<file path="src/rtl/pc_sequencer_if.sv">
// Fetch-side and return-stack-side signals of the TB4004 PC sequencer.
// The master is the sequencer; the slave is the ROM/stack environment around it.
interface pc_sequencer_if;
    logic        byteValid;
    logic [7:0]  byteIn;
    logic        condTrue;
    logic        iszNotZero;
    logic [7:0]  jinAddr;
    logic [11:0] stackPcOut;
    logic        stackPcLoad;
    logic [11:0] pc;
    logic [11:0] retAddr;
    logic        stackPush;
    logic        stackPop;
    logic        instrDone;
    logic        secondByte;
    logic        retFault;

    modport master (
        input  byteValid, byteIn, condTrue, iszNotZero, jinAddr,
               stackPcOut, stackPcLoad,
        output pc, retAddr, stackPush, stackPop, instrDone, secondByte, retFault
    );

    modport slave (
        output byteValid, byteIn, condTrue, iszNotZero, jinAddr,
               stackPcOut, stackPcLoad,
        input  pc, retAddr, stackPush, stackPop, instrDone, secondByte, retFault
    );
endinterface

</file>
<file path="src/rtl/pc_sequencer.sv">
// TB4004 program-counter sequencer: steps the 12-bit PC through one- and two-byte
// instructions and resolves JUN/JMS/JCN/ISZ/JIN/BBL targets against the return stack.
module pc_sequencer #(
    parameter logic [11:0] RESET_PC = 12'h000
) (
    input  logic           clk,
    input  logic           rstN,
    pc_sequencer_if.master bus
);

    typedef enum logic [1:0] {FETCH1, FETCH2, RET, RET_WAIT} state_t;

    state_t      state_q, state_d;
    logic [11:0] pc_q, pc_d;
    logic [7:0]  op1_q, op1_d;
    logic [11:0] retLatch_q, retLatch_d;
    logic        retFault_q, retFault_d;
    logic        push, pop, done;
    logic [11:0] nxt;

    function automatic logic is_two_byte(input logic [7:0] op);
        case (op[7:4])
            4'h1, 4'h4, 4'h5, 4'h7: is_two_byte = 1'b1;
            4'h2:                   is_two_byte = ~op[0];
            default:                is_two_byte = 1'b0;
        endcase
    endfunction

    function automatic logic is_jin(input logic [7:0] op);
        is_jin = (op[7:4] == 4'h3) && op[0];
    endfunction

    function automatic logic is_bbl(input logic [7:0] op);
        is_bbl = (op[7:4] == 4'hC);
    endfunction

    assign nxt = pc_q + 12'd1;

    always_ff @(posedge clk or negedge rstN) begin
        if (!rstN) begin
            state_q    <= FETCH1;
            pc_q       <= RESET_PC;
            op1_q      <= 8'h00;
            retLatch_q <= 12'h000;
            retFault_q <= 1'b0;
        end else begin
            state_q    <= state_d;
            pc_q       <= pc_d;
            op1_q      <= op1_d;
            retLatch_q <= retLatch_d;
            retFault_q <= retFault_d;
        end
    end

    always_comb begin
        state_d    = state_q;
        pc_d       = pc_q;
        op1_d      = op1_q;
        retLatch_d = retLatch_q;
        retFault_d = retFault_q;
        push       = 1'b0;
        pop        = 1'b0;
        done       = 1'b0;
        case (state_q)
            FETCH1: begin
                if (bus.byteValid) begin
                    op1_d = bus.byteIn;
                    if (is_two_byte(bus.byteIn)) begin
                        pc_d    = nxt;
                        state_d = FETCH2;
                    end else if (is_jin(bus.byteIn)) begin
                        // JIN page comes from the address after the instruction
                        pc_d = {nxt[11:8], bus.jinAddr};
                        done = 1'b1;
                    end else if (is_bbl(bus.byteIn)) begin
                        pc_d    = nxt;
                        state_d = RET;
                    end else begin
                        pc_d = nxt;
                        done = 1'b1;
                    end
                end
            end
            FETCH2: begin
                if (bus.byteValid) begin
                    done    = 1'b1;
                    state_d = FETCH1;
                    case (op1_q[7:4])
                        4'h4: pc_d = {op1_q[3:0], bus.byteIn};
                        4'h5: begin
                            push = 1'b1;
                            pc_d = {op1_q[3:0], bus.byteIn};
                        end
                        4'h1:    pc_d = bus.condTrue   ? {nxt[11:8], bus.byteIn} : nxt;
                        4'h7:    pc_d = bus.iszNotZero ? {nxt[11:8], bus.byteIn} : nxt;
                        default: pc_d = nxt;
                    endcase
                end
            end
            RET: begin
                // Capture the top before the stack decrements on this pop
                pop        = 1'b1;
                retLatch_d = bus.stackPcOut;
                state_d    = RET_WAIT;
            end
            RET_WAIT: begin
                done    = 1'b1;
                state_d = FETCH1;
                if (bus.stackPcLoad) pc_d = retLatch_q;
                else                 retFault_d = 1'b1;
            end
            default: state_d = FETCH1;
        endcase
    end

    assign bus.pc         = pc_q;
    assign bus.retAddr    = nxt;
    assign bus.stackPush  = push;
    assign bus.stackPop   = pop;
    assign bus.instrDone  = done;
    assign bus.secondByte = (state_q == FETCH2);
    assign bus.retFault   = retFault_q;

endmodule

</file>
<file path="src/flat_wrapper.sv">
// flat-port wrapper written by rule: the top's interface ports become plain ports
module pc_sequencer_flat 
#(
    parameter logic [11:0] RESET_PC = 12'h000
)
  (clk, rstN, bus_byteValid, bus_byteIn, bus_condTrue, bus_iszNotZero, bus_jinAddr, bus_stackPcOut, bus_stackPcLoad, bus_pc, bus_retAddr, bus_stackPush, bus_stackPop, bus_instrDone, bus_secondByte, bus_retFault);
  pc_sequencer_if bus_i ();
  input  logic clk;
  input  logic rstN;
  input wire logic [$bits(bus_i.byteValid)-1:0] bus_byteValid;
  input wire logic [$bits(bus_i.byteIn)-1:0] bus_byteIn;
  input wire logic [$bits(bus_i.condTrue)-1:0] bus_condTrue;
  input wire logic [$bits(bus_i.iszNotZero)-1:0] bus_iszNotZero;
  input wire logic [$bits(bus_i.jinAddr)-1:0] bus_jinAddr;
  input wire logic [$bits(bus_i.stackPcOut)-1:0] bus_stackPcOut;
  input wire logic [$bits(bus_i.stackPcLoad)-1:0] bus_stackPcLoad;
  output wire logic [$bits(bus_i.pc)-1:0] bus_pc;
  output wire logic [$bits(bus_i.retAddr)-1:0] bus_retAddr;
  output wire logic [$bits(bus_i.stackPush)-1:0] bus_stackPush;
  output wire logic [$bits(bus_i.stackPop)-1:0] bus_stackPop;
  output wire logic [$bits(bus_i.instrDone)-1:0] bus_instrDone;
  output wire logic [$bits(bus_i.secondByte)-1:0] bus_secondByte;
  output wire logic [$bits(bus_i.retFault)-1:0] bus_retFault;
  assign bus_i.byteValid = bus_byteValid;
  assign bus_i.byteIn = bus_byteIn;
  assign bus_i.condTrue = bus_condTrue;
  assign bus_i.iszNotZero = bus_iszNotZero;
  assign bus_i.jinAddr = bus_jinAddr;
  assign bus_i.stackPcOut = bus_stackPcOut;
  assign bus_i.stackPcLoad = bus_stackPcLoad;
  assign bus_pc = bus_i.pc;
  assign bus_retAddr = bus_i.retAddr;
  assign bus_stackPush = bus_i.stackPush;
  assign bus_stackPop = bus_i.stackPop;
  assign bus_instrDone = bus_i.instrDone;
  assign bus_secondByte = bus_i.secondByte;
  assign bus_retFault = bus_i.retFault;
  pc_sequencer #(.RESET_PC(RESET_PC)) u_core (.clk(clk), .rstN(rstN), .bus(bus_i));
endmodule
</file>
<file path="config.mk">
export PLATFORM = sky130hd
export DESIGN_NAME = pc_sequencer_flat
export DESIGN_NICKNAME = d
export VERILOG_FILES = /design/src/rtl/pc_sequencer_if.sv /design/src/rtl/pc_sequencer.sv /design/src/flat_wrapper.sv
export SDC_FILE = /design/constraint.sdc
export NUM_CORES = 1
export LEC_CHECK = 0
export ABC_AREA = 0
export CORE_UTILIZATION = 42
export DETAILED_ROUTE_END_ITERATION = 8
export PLACE_DENSITY = 0.76
export SYNTH_ARGS = -nofsm -noshare
export SYNTH_HDL_FRONTEND = slang
export SYNTH_SLANG_ARGS = --single-unit
</file>
<file path="constraint.sdc">
create_clock -name clk -period 1.5 [get_ports clk]
set_clock_uncertainty 0.15 [all_clocks]
set_input_delay 0.3 -clock clk [delete_from_list [all_inputs] [get_ports clk]]
set_output_delay 0.3 -clock clk [all_outputs]
set_load 0.03 [all_outputs]
</file>
==> impl_metrics.ini <==
[sta]
rsz0062_at_grt = yes
drv_slew = 0
slew-limit-headroom_pct = 64.6
setup_viol = 52
timing.final.ws_setup_ps = -598
fin_crit_sh_pct = 140
holdWs_ps = 221
tightest_slew_ps = 525
hold_viol_final = 0
max_freq_ghz = 0.477
period_needed_ps = 2100

[grt]
grt_usage_pct = 33.0
grt_max_degree = 36
grt_pass1_wl_mm = 12.7
grt_pass1_vias = 2480
antenna_found_initial = 0
grt_overflow = 0

[final_layout]
fin_cells = 432
drive_gt1_share_pct = 58.9
syn2layout_area_growth_pct = 105
n_antenna_cell = 0
final_core_util_pct = 89.0
final_nets = 399

[power_and_ir_drop]
ir_worst_vdd_mv = 1.32
powerDensity_nw_per_um2 = 2370
leakagePower_nw = 1.88

[synth]
synth_seq_cells = 35
synth_cell_types = 47
ys_top_cells_by_area = dfrtp_1, mux2_2, nand2_1, o21ai_0, mux2i_1
synth_ff_type = dfrtp_1
synthArstFlopShare_pct = 100
yosysTopAreaCellShare_pct = 42.6
avgSynthCellArea_sq_um = 9.74
synth-edff-count = 0
syn-cell-area_sq_um = 2060
syn_nets = 246
synth_most_common_cell = dfrtp_1
ys_seq_area_share_pct = 42.6
synthCells = 211
yosys.area.top_type = dfrtp_1
synth_warnings = 0
synthTopCellsByCount = dfrtp_1, nand2_1, mux2_2

[drt]
avgViaCountPerCell = 5.97
drcViolationCount = 0
drt_pass1_iterations = 4
vias = 2580
drt_wl_total_mm = 9.72
routedWlPerCell_um = 22.5
drt_iter0_markers = 255
drtAntennaViolNets = 0

[placement]
routabilityCongestion = 0.916
post-dp-hpwl_mm = 4.66
dp_cells = 386
port_buffers = 62

[die]
core-area_sq_um = 4720
initial_utilization_pct = 43.5
die_w_um = 72.0
fp.dieH_um = 72.0
die_area_sq_um = 5180
core.rowCount = 25
ioPinCount = 63

[cts]
clock_path_buffers = 2
ctsHoldBuffers = 0
clock_sinks = 35
h-tree-depth = 2
path_clk_slew_ps = 80
cts_buffers = 5
cts-root-buf = clkbuf_8
cts_tree = yes
clk_latency_ps = 290

[setup_path]
cp-endpoint = bus_retAddr[8]
crit_path_max_fanout = 4
r2r_start = u_core.bus.pc[2]$_DFFE_PN0P_
crit_start = u_core.bus.pc[0]$_DFFE_PN0P_
start_kind = flop
ff2ff_setup_slack_ps = -470
critical_path_required_ps = 1050
cp_data_arrival_time_ps = 1650
reg2regPathDepth = 8
reg2reg_to = u_core.bus.pc[6]$_DFFE_PN0P_
critPathSlowestCell = dfrtp_2
slowest_delay_ps = 450
critPathKind = reg -> out
end_kind = output port
worstPathCellList = ha_4 > buf_4 > nand4_1 > xnor2_4 > buf_6

[min_path]
hold_class = in -> reg

[run_status]
status = finished, violations left
violations = setup timing

[run]
cap_viol_max_count = 0
==> where the power goes <==
group / total, mW / leakage [nW] / switching, mW / internal [mW]
clock: 1.02 / 0.0654 / 0.351 / 0.665
sequential: 1.84 / 0.407 / 0.413 / 1.42
combinational: 7.12 / 1.40 / 3.45 / 3.67
total: 9.97 / 1.88 / 4.22 / 5.76
==> through the flow <==
stage | total power, mW | worst slack [ps] | cell area, sq um | TNS (ps)
after floorplan | 4.54 | -470 | 2260 | -5350
after global placement | 6.39 | -1170 | 3270 | -16320
after global routing | 10.3 | -659 | 4200 | -14640
after CTS | 8.78 | -538 | 3960 | -10610
final | 9.97 | -598 | 4200 | -13170
after detailed placement | 6.50 | -1170 | 3270 | -17330
==> state kept, by name, indices dropped and copies added, names as in the netlist <==
register             flops
u_core.bus.retFault      1
u_core.bus.pc           12
u_core.state_q           2
u_core.retLatch_q       12
u_core.op1_q             8
==> how the worst min path moves through the flow <==
stage,cells after the start,slack [ps],endpoint,start
after floorplan,0,-150,u_core.bus.pc[0]$_DFFE_PN0P_,rstN
after detailed placement,1,320,u_core.bus.retFault$_DFFE_PN0P_,u_core.bus.retFault$_DFFE_PN0P_
after global placement,1,320,u_core.bus.retFault$_DFFE_PN0P_,u_core.bus.retFault$_DFFE_PN0P_
after global routing,3,230,u_core.op1_q[6]$_DFFE_PN0P_,bus_byteIn[6]
after CTS,2,240,u_core.state_q[1]$_DFFE_PN0P_,rstN
final,3,220,u_core.op1_q[6]$_DFFE_PN0P_,bus_byteIn[6]
==> cell usage in the layout, fill, tap and decap left out, types with 4 or more instances in the layout <==
master / n
a31oi_1: 4
and3_1: 5
buf_12: 6
buf_4: 63
buf_6: 51
clkbuf_8: 5
clkdlybuf4s50_1: 28
dfrtp_1: 26
dfrtp_2: 9
inv_1: 4
mux2_4: 19
mux2i_1: 6
nand2_1: 17
nand2_2: 6
nor2_1: 4
nor2_4: 5
o211ai_1: 6
o21a_1: 5
o21ai_0: 10
or3_4: 4
xnor2_4: 5
==> final cells by class <==
class,count,area (sq um)
clock buffers,6,72.6
clock inverters,2,60.1
fillers,177,519
inverters,8,37.5
multi-input cells,159,1540
flip-flops and latches,35,887
well taps,67,83.8
repair buffers,155,1520
==> cell families after synthesis <==
kind of cell | after synthesis | share of synthesized area, %
buf+inv | 18 | 4.20
flops | 35 | 42.6
simple gates | 68 | 17.2
mux | 25 | 13.3
xor+xnor | 9 | 3.83
compound gates | 55 | 18.3
fa+ha+maj | 1 | 0.609
==> per-layer routing <==
metal	up-vias	wire, um	GRT usage [%]
li1	1075	-	-
met1	1253	3510	37.9
met2	180	4750	56.3
met3	72	677	6.94
met4	0	779	20.7
met5	-	0	0
==> critical path: cells and delay by family (launching register included) <==
| family | cells | cell delay (ps) |
|---|---|---|
| adder cells (fa/ha/maj) | 1 | 190 |
| AND/OR/NAND/NOR | 1 | 210 |
| XOR/XNOR | 1 | 230 |
| flip-flops | 1 | 450 |
| buffers and inverters | 2 | 270 |
==> what timing repair did <==
item,4_1_cts,5_1_grt
hold endpoints to repair,0,0
cloned,1,0
buffers inserted,28,18
endpoints found under the setup margin,52,53
resized for setup,106,48
pin swaps,35,25
Power figures use the tool's default switching activity.
